===== config.mk =====
export PLATFORM = sky130hd
export DESIGN_NAME = gpio_irq_ctrl_flat
export DESIGN_NICKNAME = d
export VERILOG_FILES = /design/src/rtl/gpio_pkg.sv /design/src/rtl/gpio_irq_ctrl_if.sv /design/src/rtl/gpio_rr_pick.sv /design/src/rtl/gpio_irq_ctrl.sv /design/src/flat_wrapper.sv
export SDC_FILE = /design/constraint.sdc
export NUM_CORES = 1
export LEC_CHECK = 0
export CELL_PAD_IN_SITES_DETAIL_PLACEMENT = 0
export CELL_PAD_IN_SITES_GLOBAL_PLACEMENT = 1
export CORE_MARGIN = 3
export CORE_UTILIZATION = 39
export CTS_CLUSTER_DIAMETER = 80
export DETAILED_ROUTE_END_ITERATION = 16
export PLACE_DENSITY_LB_ADDON = 0.1
export SKIP_CTS_REPAIR_TIMING = 1
export SLEW_MARGIN = 20
export SYNTH_ARGS = -nofsm -noshare
export SYNTH_HDL_FRONTEND = slang
export SYNTH_SLANG_ARGS = --single-unit
export TNS_END_PERCENT = 100

===== constraint.sdc =====
create_clock -name clk_i -period 8.9 [get_ports clk_i]
set_clock_uncertainty 0.15 [all_clocks]
set_input_delay 1.78 -clock clk_i [delete_from_list [all_inputs] [get_ports clk_i]]
set_output_delay 1.78 -clock clk_i [all_outputs]
set_load 0.01 [all_outputs]

===== src/rtl/gpio_pkg.sv =====
// Shared types for the GPIO interrupt/event controller and its helpers.
package gpio_pkg;

  typedef enum logic [2:0] {
    IRQ_RISE = 3'd0,
    IRQ_FALL = 3'd1,
    IRQ_BOTH = 3'd2,
    IRQ_HIGH = 3'd3,
    IRQ_LOW  = 3'd4
  } irq_type_e;

  typedef enum logic {
    EvtIdle,
    EvtOffer
  } evt_state_e;

  function automatic int unsigned idx_width(int unsigned n);
    return (n > 1) ? $clog2(n) : 1;
  endfunction

endpackage


===== src/rtl/gpio_irq_ctrl_if.sv =====
// Event offer port: one pending pin index at a time over valid/ready.
interface gpio_irq_ctrl_if
  import gpio_pkg::*;
#(
  parameter int unsigned NrGpios = 32
);
  localparam int unsigned IdxW = idx_width(NrGpios);

  logic            valid;
  logic [IdxW-1:0] idx;
  logic            ready;

  modport master (output valid, output idx, input ready);
  modport slave  (input valid, input idx, output ready);
endinterface


===== src/rtl/gpio_rr_pick.sv =====
// Combinational round-robin finder: first set bit of vec_i at or after start_i, wrapping.
module gpio_rr_pick #(
  parameter int unsigned N    = 32,
  parameter int unsigned IdxW = 5
) (
  input  logic [N-1:0]    vec_i,
  input  logic [IdxW-1:0] start_i,
  output logic            found_o,
  output logic [IdxW-1:0] idx_o
);

  always_comb begin
    int unsigned     pos;
    logic [IdxW-1:0] pos_idx;
    found_o = 1'b0;
    idx_o   = '0;
    pos     = 0;
    pos_idx = '0;
    for (int unsigned k = 0; k < N; k++) begin
      pos = 32'(start_i) + k;
      if (pos >= N) pos = pos - N;
      pos_idx = pos[IdxW-1:0];
      if (!found_o && vec_i[pos_idx]) begin
        found_o = 1'b1;
        idx_o   = pos_idx;
      end
    end
  end

endmodule


===== src/rtl/gpio_irq_ctrl.sv =====
// Per-pin interrupt latching with warm-up masking, plus a round-robin event offer FSM.
module gpio_irq_ctrl
  import gpio_pkg::*;
#(
  parameter int unsigned NrGpios      = 32,
  parameter int unsigned WarmupCycles = 3
) (
  input  logic               clk_i,
  input  logic               rst_i,
  input  logic [NrGpios-1:0] gpio_en_i,
  input  logic [NrGpios-1:0] irq_en_i,
  input  irq_type_e          irq_type_i [NrGpios],
  input  logic [NrGpios-1:0] serial_i,
  input  logic [NrGpios-1:0] r_edge_i,
  input  logic [NrGpios-1:0] f_edge_i,
  output logic [NrGpios-1:0] in_en_o,
  input  logic               clr_valid_i,
  input  logic [NrGpios-1:0] clr_mask_i,
  output logic [NrGpios-1:0] irq_status_o,
  output logic               irq_o,
  gpio_irq_ctrl_if.master    evt
);

  localparam int unsigned     IdxW    = idx_width(NrGpios);
  localparam int unsigned     CntW    = $clog2(WarmupCycles + 1);
  localparam logic [IdxW-1:0] LastIdx = IdxW'(NrGpios - 1);
  localparam logic [CntW-1:0] WarmMax = CntW'(WarmupCycles);

  logic [NrGpios-1:0] armed, hit, clr, status_q, status_d;
  evt_state_e         state_q, state_d;
  logic [IdxW-1:0]    idx_q, idx_d, ptr_q, ptr_d, pick_idx;
  logic               pick_found, accept;

  assign in_en_o = gpio_en_i | irq_en_i;

  // Edges seen while the input stage is still filling its synchronizer are spurious.
  for (genvar i = 0; i < NrGpios; i++) begin : g_warm
    logic [CntW-1:0] cnt_q;
    always_ff @(posedge clk_i) begin
      if (rst_i || !in_en_o[i]) begin
        cnt_q <= '0;
      end else if (cnt_q != WarmMax) begin
        cnt_q <= cnt_q + CntW'(1);
      end
    end
    assign armed[i] = (cnt_q == WarmMax) & irq_en_i[i];
  end

  always_comb begin
    hit = '0;
    for (int i = 0; i < NrGpios; i++) begin
      if (armed[i]) begin
        case (irq_type_i[i])
          IRQ_RISE: hit[i] = r_edge_i[i];
          IRQ_FALL: hit[i] = f_edge_i[i];
          IRQ_BOTH: hit[i] = r_edge_i[i] | f_edge_i[i];
          IRQ_HIGH: hit[i] = serial_i[i];
          IRQ_LOW:  hit[i] = ~serial_i[i];
          default:  hit[i] = 1'b0;
        endcase
      end
    end
  end

  gpio_rr_pick #(
    .N    (NrGpios),
    .IdxW (IdxW)
  ) u_rr_pick (
    .vec_i   (status_q),
    .start_i (ptr_q),
    .found_o (pick_found),
    .idx_o   (pick_idx)
  );

  assign accept = (state_q == EvtOffer) & evt.ready;

  always_comb begin
    clr = clr_valid_i ? clr_mask_i : '0;
    if (accept) clr[idx_q] = 1'b1;
    // Set wins over clear; a disabled interrupt never holds status.
    status_d = ((status_q & ~clr) | hit) & irq_en_i;
  end

  always_comb begin
    state_d = state_q;
    idx_d   = idx_q;
    ptr_d   = ptr_q;
    unique case (state_q)
      EvtIdle: begin
        if (pick_found) begin
          idx_d   = pick_idx;
          state_d = EvtOffer;
        end
      end
      EvtOffer: begin
        if (evt.ready) begin
          state_d = EvtIdle;
          ptr_d   = (idx_q == LastIdx) ? '0 : idx_q + IdxW'(1);
        end
      end
      default: state_d = EvtIdle;
    endcase
  end

  always_ff @(posedge clk_i) begin
    if (rst_i) begin
      status_q <= '0;
      state_q  <= EvtIdle;
      idx_q    <= '0;
      ptr_q    <= '0;
    end else begin
      status_q <= status_d;
      state_q  <= state_d;
      idx_q    <= idx_d;
      ptr_q    <= ptr_d;
    end
  end

  assign irq_status_o = status_q;
  assign irq_o        = |status_q;
  assign evt.valid    = (state_q == EvtOffer);
  assign evt.idx      = idx_q;

endmodule

===== src/flat_wrapper.sv =====
// flat-port wrapper written by rule: the top's interface ports become plain ports
module gpio_irq_ctrl_flat import gpio_pkg::*;
#(
  parameter int unsigned NrGpios      = 32,
  parameter int unsigned WarmupCycles = 3
)
  (clk_i, rst_i, gpio_en_i, irq_en_i, irq_type_i, serial_i, r_edge_i, f_edge_i, in_en_o, clr_valid_i, clr_mask_i, irq_status_o, irq_o, evt_valid, evt_idx, evt_ready);
  gpio_irq_ctrl_if #(.NrGpios(NrGpios)) evt_i ();
  input  logic clk_i;
  input  logic rst_i;
  input  logic [NrGpios-1:0] gpio_en_i;
  input  logic [NrGpios-1:0] irq_en_i;
  input  irq_type_e irq_type_i[NrGpios];
  input  logic [NrGpios-1:0] serial_i;
  input  logic [NrGpios-1:0] r_edge_i;
  input  logic [NrGpios-1:0] f_edge_i;
  output logic [NrGpios-1:0] in_en_o;
  input  logic clr_valid_i;
  input  logic [NrGpios-1:0] clr_mask_i;
  output logic [NrGpios-1:0] irq_status_o;
  output logic irq_o;
  output wire logic [$bits(evt_i.valid)-1:0] evt_valid;
  output wire logic [$bits(evt_i.idx)-1:0] evt_idx;
  input wire logic [$bits(evt_i.ready)-1:0] evt_ready;
  assign evt_valid = evt_i.valid;
  assign evt_idx = evt_i.idx;
  assign evt_i.ready = evt_ready;
  gpio_irq_ctrl #(.NrGpios(NrGpios), .WarmupCycles(WarmupCycles)) u_core (.clk_i(clk_i), .rst_i(rst_i), .gpio_en_i(gpio_en_i), .irq_en_i(irq_en_i), .irq_type_i(irq_type_i), .serial_i(serial_i), .r_edge_i(r_edge_i), .f_edge_i(f_edge_i), .in_en_o(in_en_o), .clr_valid_i(clr_valid_i), .clr_mask_i(clr_mask_i), .irq_status_o(irq_status_o), .irq_o(irq_o), .evt(evt_i));
endmodule

; ---- Word level (Yosys, flattened, before mapping)
; Index checks and enable logic that the tools add are counted.
[totals]
ff_bits = 107
output_inout_bits = 71
elab_cells = 889
[op_classes]
add_sub_neg = 96
magnitude_cmp = 66
eq_ne = 193
muxes = 232
bitwise_logic = 104
reduce_logical = 162
[ops]
columns = operator, n
row1 = $mux 5, 65
row2 = $lt 5x6->1 const B, 33
row3 = $eq 3x2->1 const B, 64
row4 = $ge 6x6->1 const B, 31
row5 = $bmux 1 s5, 32
row6 = $pmux 1 s5, 32
row7 = $sub 5x1->5 const B, 32
row8 = $mux 1, 99
row9 = $add 5x5->6 const B, 16
row10 = $eq 3x1->1 const B, 32
row11 = $eq 3x3->1 const B, 32
row12 = $logic_not 3->1, 32
row13 = $or 32x32->32, 3
row14 = $add 2x1->2 const B, 32
row15 = $and 32x32->32, 2
row16 = $eq 2x2->1 const B, 32
row17 = $mux 32, 2
row18 = $ne 2x2->1 const B, 32
row19 = $logic_not 1->1, 63
row20 = $add 5x4->6 const B, 8
row21 = $and 1x1->1, 33
row22 = $not 1->1, 33
row23 = $logic_and 1x1->1, 32
row24 = $logic_or 1x1->1, 32
row25 = other kinds (13), 49

; ---- Longest topological paths before layout
[depth]
word_depth = 100
depth_mapped = 21

; ---- Hierarchy
; A second synthesis with hierarchy kept.
[unflattened]
cells_unflattened = 1503
area_unflattened_um2 = 13236.4
[modules_own_cells]
columns = mod, instances, cells_per_inst, area_per_inst_um2, seq_area_each_um2
row1 = gpio_rr_pick, 1, 802, 6856.6, 0.0
row2 = gpio_irq_ctrl, 1, 701, 6379.9, 2142.1

; ---- Worst setup path before layout
; OpenSTA, ideal clock, no wires.
[synth_path]
kind = register -> register
start = reg u_core.ptr_q[2]
end = reg u_core.idx_q[1], in the netlist u_core.evt.idx[1]
setup_ns = 0.080
t_arrival_ns = 5.727
setup_slack_ns = 2.944
stages_incl_launch_ff = 21
path_buffers = 6
period_less_slack_ns = 5.956
path_cell_list = dfxtp_1 -> buf_2 -> buf_1 -> inv_1 -> clkbuf_1 -> ha_1 -> clkbuf_1 -> buf_2 -> buf_1 -> mux4_2 -> mux2i_1 -> o22ai_1 -> a31oi_1 -> nand4b_1 -> or4_1 -> or4_1 -> and4b_1 -> a311o_1 -> a21oi_2 -> o21ai_1 -> a211oi_2
[synth_between]
elab_chain_cells = 99
elab_cells_between_ends = 318
cone_classes = add/sub (63) / order compare (32) / mux (160) / reduce/logical (63)
[synth_rtl]
columns = element, line
row1 = "start, declared", gpio_irq_ctrl.sv:31  ; logic [IdxW-1:0] idx_q, idx_d, ptr_q, ptr_d, pick_idx;
row2 = "start signal, assigned", gpio_irq_ctrl.sv:115  ; ptr_q <= ptr_d;
row3 = branches (longest 99 deep; another with $add 5x1->6), n/a
row4 = "end signal, assigned", gpio_irq_ctrl.sv:114  ; idx_q <= idx_d;
row5 = "end, declared", gpio_irq_ctrl.sv:31
; Several ways; the timed one is not identified. The select of a mux whose other input is x is not followed.
; A chain may end at the register's enable or synchronous reset.

; ---- Worst setup path in the final report
[layout_path]
start = reg u_core.ptr_q[1]
end = reg u_core.idx_q[1], in the netlist u_core.evt.idx[1]
; Same word-level chain as after synthesis.

==> results.cfg <==
[die]
die_area_sq_mm = 0.0344
boundaryPins = 363
dieWidth_um = 185
core_region_area_sq_mm = 0.0316
placementRows = 65
initial_core_util = 0.397
die_y_um = 185

[critical_path]
cp.required_ns = 9.04
path_cells = clkinv_1 > ha_1 > mux4_2 > o211ai_1 > a41oi_1 > nor3b_1 > nand3b_1 > buf_4 > or4_1 > or4_1 > and4b_1 > a311o_1 > a21oi_2 > o21ai_1 > a211oi_2
end_kind = flop
path_buf_inv = 2
crit_family = simple AND/OR/NAND/NOR gates
r2r_setup_slack_ns = 2.25
cp_data_arrival_time_ns = 6.79
cp_max_fo = 22
critPathKind = flop to flop
slowest_delay_ns = 1.25
startpoint_type = flop
crit_top_cell = or4_1
crit_path_top_delay_cell = ha_1

[clock_tree]
htreeDepth = 3
clkLatencyLatePin_ns = 0.38
path_clk_slew_ns = 0.07
cts_root_buf = clkbuf_16
cts_tree = built
cts_buffer_depth = 2
cts_buffers = 9
clkSinkCount = 107

[finish]
drive_above_1_share = 0.0889
fin_util = 0.529
multiInputGateArea_sq_mm = 0.00978
layout-area-overhead-vs-synth_pct = 33.2
ff_latch_area_sq_mm = 0.00214
fill_cells = 3026
layout.nets = 2182

[pwr]
power_mw = 1.62
powerDensity_mw_per_mm2 = 96.7
ir_drop_mv = 0.0892
leakagePower_nw = 6.17

[timing]
rsz0062_at_grt = no
setup_tns_ns = 0
fin_crit_sh = 0.747
tightest_slew_ns = 1.06
finalHoldViolations = 0
drv_slew = 0
setup_viol = 0
max_freq_mhz = 150
period_minus_slack_ns = 6.65
max_slew_margin = 0.296

[placement]
portBuffers = 362
hpwl_um = 45800
place_congestion = 1.02

[yosys]
ys_types = 79
syn-cell-area_sq_mm = 0.0126
synthTopCellsByArea = dfxtp_1 17%, mux4_2 13%, mux2i_1 11%
synth_seq_cells = 107
async_flop_share = 0
netlist.area_leader.share = 0.171
synth_edf_count = 0
yosys_warnings = 0
syn_inst = 1551
avgSynthCellArea_sq_um = 8.09
ys.flop_type = dfxtp_1
ys_seq_area_frac = 0.171
syn_nets = 1892
synth_top_cell_by_area = dfxtp_1

[global_route]
grtUsageTotal = 0.324
grt_max_degree = 69
antenna_found_initial = 4
grt_pass1_wl_um = 84100
grt_overflow = 0
first_global_vias = 13800

[min_path]
holdCritPathClass = flop to flop

[routing]
drt_first_pass_iters = 7
vias = 14200
wirelength_um = 57600
drc = 0
drt_iter0_drc = 1305
postRouteAntennaNets = 0
via_per_inst = 6.30
wl_per_cell_um = 25.6

[run]
maxCapViolations = 0

[run_status]
outcome = completed
[cells in the final DEF (no fill, tap or decap), types with 38 or more instances in the layout]
cell type        instances
nor2_1                  80
a21oi_1                 73
nand2_1                202
o21ai_0                 61
a31oi_1                 48
nor3_1                 123
ha_1                    49
nor3b_1                 38
dfxtp_1                105
clkdlybuf4s50_1        361
xor2_1                  38
mux2i_1                138
mux4_2                  72
a211oi_1                42
inv_1                   45
[layout make-up]
class                      count  area share
tap                          402      0.0301
inverter                      47      0.0105
timing repair buffer         390       0.229
clock inverter                 4     0.00195
clock buffer                  11      0.0151
sequential                   107       0.128
multi-input combinational   1286       0.585
antenna                        2    0.000299
[state kept, by name, indices dropped and copies added, names as in the netlist]
| signal | flops |
|---|---|
| u_core.ptr_q | 5 |
| u_core.evt.idx | 5 |
| u_core.g_warm.cnt_q | 64 |
| u_core.evt.valid | 1 |
| u_core.irq_status_o | 32 |
[path summary, 6_finish.rpt]
check / from / end / cells after the start
worst min-delay path: u_core.g_warm[8].cnt_q[1]$_SDFFE_PP0P_ / u_core.g_warm[8].cnt_q[1]$_SDFFE_PP0P_ / 2
worst min register to register: u_core.g_warm[8].cnt_q[1]$_SDFFE_PP0P_ / u_core.g_warm[8].cnt_q[1]$_SDFFE_PP0P_ / 2
worst max-delay path: u_core.ptr_q[1]$_SDFFE_PP0P_ / u_core.evt.idx[1]$_SDFFE_PP0P_ / 15
worst max register to register: u_core.ptr_q[1]$_SDFFE_PP0P_ / u_core.evt.idx[1]$_SDFFE_PP0P_ / 15
[cell families after synthesis]
group	synth area share
XOR/XNOR	0.0440
AND/OR/NAND/NOR	0.233
multiplexers	0.266
adder cells (fa/ha/maj)	0.0488
flip-flops	0.171
AO/OA/AOI/OAI	0.184
buffers and inverters	0.0529
[power breakdown]
group	leakage (nW)	switching [mW]	internal (mW)
Clock	0.140	0.202	0.207
Combinational	5.15	0.354	0.309
Sequential	0.878	0.0338	0.512
Total	6.17	0.590	1.03
[tightest hold or removal path: stages, from the launching register on]
cell     delay (ns)
dfxtp_1        0.32
mux2i_1        0.12
nor3_1         0.05
[cell usage after synthesis (all sizes together) (25+ instances only)]
cell type	count
nor3	124
mux4	75
dfxtp	107
buf	41
nand2	202
a211oi	43
clkbuf	70
o21ai	64
a21oi	74
nand3	30
nor2	80
xor2	38
a31oi	48
mux2i	138
inv	45
xnor2	25
ha	49
nor3b	38
[through the flow]
step / hold WS [ns] / instances / setup WS, ns / cell area, sq um
global placement: 0.369 / 2232 / 2.41 / 16400
floorplan: 0.358 / 1551 / 2.94 / 12600
detailed placement: 0.374 / 2232 / 2.39 / 16400
global route: 0.410 / 2249 / 1.91 / 16700
CTS: 0.389 / 2247 / 2.38 / 16700
finish: 0.384 / 2249 / 2.25 / 16700
[metal layers]
metal,global-route usage,routed length (um)
met5,0,22
met4,0.169,3050
met1,0.392,22600
met3,0.0742,4390
met2,0.537,27500
No activity file was read; power rests on OpenSTA's default activity.
